`src/rtl/on_line_adder_core_pkg.sv`:
```
// Shared digit types and constants for the radix-2 signed-digit online arithmetic blocks.
package online_arith_pkg;

    // Signed digit {pos, neg}; value is pos - neg, and 2'b11 is also zero.
    typedef struct packed {
        logic pos;
        logic neg;
    } digit_t;

    localparam int unsigned ONLINE_DELAY = 2;

    localparam digit_t DIGIT_ZERO      = '{pos: 1'b0, neg: 1'b0};
    localparam digit_t DIGIT_PLUS_ONE  = '{pos: 1'b1, neg: 1'b0};
    localparam digit_t DIGIT_MINUS_ONE = '{pos: 1'b0, neg: 1'b1};

    // Inverting both bits negates a digit; callers use this to subtract.
    function automatic digit_t digit_negate(input digit_t d);
        return ~d;
    endfunction

endpackage

```
`src/rtl/on_line_adder_core_if.sv`:
```
// Digit stream bundle for the online adder; out_vld exists only with ONLINE_ADDER_VLD_EN.
interface on_line_adder_core_if;
    import online_arith_pkg::*;

    logic   en;
    digit_t x;
    digit_t y;
    digit_t res;
`ifdef ONLINE_ADDER_VLD_EN
    logic   out_vld;

    modport master (output en, output x, output y, input res, input out_vld);
    modport slave  (input en, input x, input y, output res, output out_vld);
`else
    modport master (output en, output x, output y, input res);
    modport slave  (input en, input x, input y, output res);
`endif
endinterface

```
`src/rtl/on_line_adder_core_fa.sv`:
```
// One-bit full adder used for both borrow-save stages of the online adder.
module online_fa (
    input  logic a,
    input  logic b,
    input  logic cin,
    output logic sum,
    output logic cout
);
    assign sum  = a ^ b ^ cin;
    assign cout = (a & b) | (cin & (a ^ b));
endmodule

```
`src/rtl/on_line_adder_core.sv`:
```
// Radix-2 MSB-first borrow-save online adder, online delay 2.
// Define ONLINE_ADDER_VLD_EN to add out_vld, raised once the pipeline holds real digits.
module on_line_adder_core
    import online_arith_pkg::*;
(
    input  logic                 clk,
    input  logic                 rst,
    on_line_adder_core_if.slave  bus
);
    logic   h, g, t, s;
    logic   x_neg_n, ym_r_n;
    logic   g_r, ym_r, s_r;
    digit_t res_r;

    assign x_neg_n = ~bus.x.neg;
    assign ym_r_n  = ~ym_r;

    online_fa u_stage1 (
        .a    (bus.x.pos),
        .b    (x_neg_n),
        .cin  (bus.y.pos),
        .sum  (g),
        .cout (h)
    );

    online_fa u_stage2 (
        .a    (g_r),
        .b    (ym_r_n),
        .cin  (h),
        .sum  (s),
        .cout (t)
    );

    // Reset values encode an empty stream (zero residual), so no warm-up is needed.
    always_ff @(posedge clk) begin
        if (rst) begin
            g_r   <= 1'b1;
            ym_r  <= 1'b0;
            s_r   <= 1'b0;
            res_r <= DIGIT_ZERO;
        end else if (bus.en) begin
            g_r   <= g;
            ym_r  <= bus.y.neg;
            s_r   <= s;
            res_r <= '{pos: t, neg: ~s_r};
        end
    end

    assign bus.res = res_r;

`ifdef ONLINE_ADDER_VLD_EN
    logic [1:0] vld_cnt;

    always_ff @(posedge clk) begin
        if (rst) begin
            vld_cnt <= '0;
        end else if (bus.en && (vld_cnt != '1)) begin
            vld_cnt <= vld_cnt + 2'd1;
        end
    end

    assign bus.out_vld = (vld_cnt >= 2'(ONLINE_DELAY));
`endif

endmodule

```
`src/flat_wrapper.sv`:
```
// flat-port wrapper written by rule: the top's interface ports become plain ports
module on_line_adder_core_flat import online_arith_pkg::*;
  (clk, rst, bus_en, bus_x, bus_y, bus_res);
  on_line_adder_core_if bus_i ();
  input  logic clk;
  input  logic rst;
  input wire logic [$bits(bus_i.en)-1:0] bus_en;
  input wire logic [$bits(bus_i.x)-1:0] bus_x;
  input wire logic [$bits(bus_i.y)-1:0] bus_y;
  output wire logic [$bits(bus_i.res)-1:0] bus_res;
  assign bus_i.en = bus_en;
  assign bus_i.x = bus_x;
  assign bus_i.y = bus_y;
  assign bus_res = bus_i.res;
  on_line_adder_core u_core (.clk(clk), .rst(rst), .bus(bus_i));
endmodule
```
`config.mk`:
```
export PLATFORM = sky130hd
export DESIGN_NAME = on_line_adder_core_flat
export DESIGN_NICKNAME = d
export VERILOG_FILES = /design/src/rtl/on_line_adder_core_pkg.sv /design/src/rtl/on_line_adder_core_if.sv /design/src/rtl/on_line_adder_core_fa.sv /design/src/rtl/on_line_adder_core.sv /design/src/flat_wrapper.sv
export SDC_FILE = /design/constraint.sdc
export NUM_CORES = 1
export LEC_CHECK = 0
export ABC_AREA = 1
export BUFFER_PORTS_ARGS = -buffer_cell sky130_fd_sc_hd__buf_2
export CORE_AREA = 10 10 47 49
export CTS_BUF_LIST = sky130_fd_sc_hd__clkbuf_16
export DETAILED_ROUTE_END_ITERATION = 10
export DIE_AREA = 0 0 57 59
export PLACE_DENSITY_LB_ADDON = 0.25
export SLEW_MARGIN = 0
export SYNTH_ARGS = -nofsm -noshare
export SYNTH_HDL_FRONTEND = slang
export SYNTH_HIERARCHICAL = 1
export SYNTH_SLANG_ARGS = --single-unit
```
`constraint.sdc`:
```
create_clock -name clk -period 1.3 [get_ports clk]
set_input_delay 0.065 -clock clk [delete_from_list [all_inputs] [get_ports clk]]
set_output_delay 0.065 -clock clk [all_outputs]
set_load 0.02 [all_outputs]
```
# Word-level counts from Yosys, hierarchy flattened
# Cells that the tools add are included.
[word_totals] in_bits=7 output_inout_bits=2 reg_bits=5 wordCells=18
[op_classes] n_bitwise=13
[ops] operator="1-bit AND" n=4
[ops] operator="1-bit XOR" n=4
[ops] operator="1-bit NOT" n=3
[ops] operator="1-bit bitwise OR" n=2

# Depth between registers and ports, before layout
[depth] ltp_word=6 depth_mapped=7 mapped_depth_nobuf=7

# Modules after synthesis
# The synthesis kept the hierarchy.
[by_module_without_submodules] mod="on_line_adder_core" cells_per_inst=32 n_inst=1 area_per_inst_um2=217.7 seq_area_each_um2=100.1
[by_module_without_submodules] mod="online_fa" cells_per_inst=1 n_inst=2 area_per_inst_um2=20.0 seq_area_each_um2=0.0

# Worst setup path after synthesis
# Ideal clock, no wire load.
[synth_path] kind="in2reg" start="input port bus_x[0]" end="register u_core.s_r" setup_ns=0.064 stages=7 path_buffers=0 t_arrival_ns=1.149 required_time_ns=1.236 path_slack_ns=0.087 cell_sequence="inv_1 > fa_1 > fa_1 > inv_1 > nand2_2 > nand2_1 > nor2_1"
[synth_via] elab_chain_cells=5 elab_cells_between_ends=6 classes_between="bitwise (6)"
[synth_lines] item="start, declared" line_no="flat_wrapper.sv:8" source="input wire logic [$bits(bus_i.x)-1:0] bus_x;"
[synth_lines] item="1-bit NOT *" line_no="on_line_adder_core.sv:15" source="assign x_neg_n = ~bus.x.neg;"
[synth_lines] item="1-bit XOR" line_no="on_line_adder_core_fa.sv:10" source="assign cout = (a & b) | (cin & (a ^ b));"
[synth_lines] item="1-bit AND" line_no="on_line_adder_core_fa.sv:10"
[synth_lines] item="1-bit bitwise OR *" line_no="on_line_adder_core_fa.sv:10"
[synth_lines] item="named net u_core.h" line_no="on_line_adder_core.sv:10" source="logic h, g, t, s;"
[synth_lines] item="1-bit XOR *" line_no="on_line_adder_core_fa.sv:9" source="assign sum = a ^ b ^ cin;"
[synth_lines] item="named net u_core.s" line_no="on_line_adder_core.sv:10"
[synth_lines] item="end signal, assigned" line_no="on_line_adder_core.sv:44" source="s_r <= s;"
[synth_lines] item="end, declared" line_no="on_line_adder_core.sv:12" source="logic g_r, ym_r, s_r;"
# The timed path passes the listed nets; every way through them passes the cells marked *.
# A chain may end at the register's enable or synchronous reset.

# Final worst setup path
[layout_path] start="input port bus_x[1]" end="register u_core.s_r"
[layout_via] elab_chain_cells=4 elab_cells_between_ends=5 classes_between="bitwise (5)"
[layout_lines] item="1-bit XOR" line_no="on_line_adder_core_fa.sv:10"
[layout_lines] item="1-bit AND" line_no="on_line_adder_core_fa.sv:10"
[layout_lines] item="1-bit bitwise OR *" line_no="on_line_adder_core_fa.sv:10"
[layout_lines] item="named net u_core.h" line_no="on_line_adder_core.sv:10"
[layout_lines] item="1-bit XOR *" line_no="on_line_adder_core_fa.sv:9"
[layout_lines] item="named net u_core.s" line_no="on_line_adder_core.sv:10"
# Marked as above.

==> key figures <==
Power and ir drop
  • Leak: 0.0002120 uW
  • Peak VDD IR: 1.468 mV
  • Gate power share: 9.4%
  • Sequential power share: 23.9%
  • Internal power: 594.6 uW
  • PD cells: 1902 mW/mm^2
  • Sw Ratio: 18.89%
  • Clock network fraction of total power: 66.7%
  • Net Switching: 138.5 uW

Clocking
  • Clk root buf: clkbuf_16
  • Clock sink count: 5
  • H-tree Lvls: 1
  • PostCTS Resize Cnt: 0
  • Number of buffers created by CTS: 3
  • Postcts setup bufs: 0
  • Worst-Skew Late Latency: 0.22 ns
  • Clk slew on worst S/H paths: 0.03 ns
  • CTS tree: done
  • Clock buffer depth: 2
  • CTS hold repair buffers: 0

Floorplan
  • Number of core rows: 14
  • IO Count: 9
  • Starting Density: 18.39%
  • Core Area: 0.001401 mm^2
  • Die Width: 57 um
  • Die extent in y: 59 um
  • Die footprint: 0.003363 mm^2

STA
  • Max-slew violation count: 0
  • Fin. Hold Viols: 0
  • Max-Slew Margin vs Limit: 86.62%
  • Clock skew: 0.0002885 ns
  • Peak Freq: 0.8929 GHz
  • Setup TNS: 0 ns
  • Unrepaired setup endpoints after global routing: no
  • Min Tclk post-route: 1.120 ns
  • Final Cycle Share: 86.15%
  • Worst Tran Pin Value: 0.2007 ns
  • Setup-failing EPs final: 0

Logic synthesis
  • Synth unique cells: 8
  • Mean post-synth cell area: 7.581 um^2
  • Synth warn: 6
  • Syn_nets: 43
  • Mapped cell area: 257.7 um^2
  • Register area share after synthesis: 38.83%
  • Synth Register Bits: 5
  • Synthesized instance count: 34

Setup path
  • Type of origin of the critical path: input port
  • CP arrival: 1.28 ns
  • CP endpoint kind: register
  • Maximum fanout along the worst path: 1
  • Endpoint required time on the critical path: 1.46 ns
  • CP Class: in -> reg

Placement
  • GP Congestion: 0.6573
  • HPWL after DPL: 376.8 um
  • Port Buffers: 8
  • Placed Area: 306.5 um^2

Cells and area
  • Final instance area: 385.4 um^2
  • Most frequent cells in the layout: 8 x inv_1, 8 x buf_2, 8 x nor2_1
  • Final core utilization: 27.50%
  • N_diodes: 0
  • Share of cells above drive strength 1: 31.11%
  • Filler cell count: 167
  • P&R area growth vs syn: 49.51%
  • Nets@finish: 55

Global route
  • Tot GR Track Use: 3.149%
  • Vias in the first global route: 207
  • Wire length of the first global-routing pass: 786 um
  • Largest net degree at the start of global routing: 11
  • Total grt overflow: 0
  • Antenna violations before repair: 0

Detailed routing
  • DRC viols: 0
  • DRT Pass-1 Iters: 2
  • WL per Instance: 8.033 um
  • Number of vias in the routed layout: 206
  • Detailed-route vias per instance: 3.377
  • Antenna-violating nets left: 0
  • Final WL: 490 um
  • DRT iter0 DRCs: 1

Outcome
  • Status: complete, no violations

Flow run
  • # Max-Cap Violations: 0

Hold path
  • Worst hold path type: in -> reg
state kept, by name (all words and copies together), names as in the netlist:
name	flops
u_core/bus.res	2
u_core/g_r	1
u_core/s_r	1
u_core/ym_r	1
synthesized netlist by cell type, drive strengths merged:
cell | instances | area [um^2]
nand2 | 10 | 45.05
nor2 | 8 | 30.03
inv | 7 | 26.28
dfxtp | 5 | 100.1
fa | 2 | 40.04
buf | 1 | 11.26
nand3 | 1 | 5.000
area by class of cell:
class	count	area, um^2	share of cell area [%]
well taps	16	20.02	5.195
inverters	7	26.28	6.818
multi-input cells	21	120.1	31.17
clock inverters	1	3.754	0.9740
repair buffers	8	40.04	10.39
clock buffers	3	75.07	19.48
flip-flops and latches	5	100.1	25.97
through the flow:
| step | total power [uW] | setup WS (ns) | hold slack, ns | std cells |
|---|---|---|---|---|
| 6_report | 733.1 | 0.1801 | 0.1085 | 61 |
| 5_1_grt | 769.8 | 0.1042 | 0.1274 | 61 |
| 4_1_cts | 746.6 | 0.1718 | 0.1129 | 61 |
| 3_5_place_dp | 248.3 | -0.05827 | 0.3413 | 57 |
| 3_3_place_gp | 248.2 | -0.05999 | 0.3399 | 57 |
| 2_1_floorplan | 229.4 | 0.08714 | 0.2194 | 34 |
path summary, 6_finish.rpt:
kind,startpoint,to,slack (ns),cells past startpoint
max,bus_x[1],u_core/s_r,0.18,7
min,rst,u_core/g_r,0.11,3
min reg2reg,u_core/bus.res[1],u_core/bus.res[1],0.46,2
max reg2reg,u_core/ym_r,u_core/s_r,0.18,6
routing by layer:
layer  share of wire, %  wire length, um  up-vias  track usage (%)
met5                  0                0        -                0
met4                1.2                6        0            1.007
met3                8.2               40        2            3.648
met2                 42              206        5            4.496
met1                 48              236       83            2.837
li1                   -                -      116                -
power by group through the flow:
stage | combinational (uW) | clock, uW | sequential, uW
after floorplan | 45.9 | 0 | 183
after global placement | 70.8 | 0 | 177
after detailed placement | 70.8 | 0 | 178
after CTS | 70.9 | 500 | 175
after global routing | 81.8 | 510 | 178
final | 68.9 | 489 | 175
critical path, cell delays in order:
cell and delay, ns:
buf_2 0.11, fa_1 0.43, fa_1 0.48, inv_1 0.04, nand2_2 0.04, nand2_1 0.04
nor2_1 0.07
logic make-up after synthesis:
group | synth area share (%)
adders and majority gates | 15.53
buffers and inverters | 14.56
DFF | 38.84
and+or+nand+nor | 31.07
Note: power is estimated with default switching activity, not from simulation.
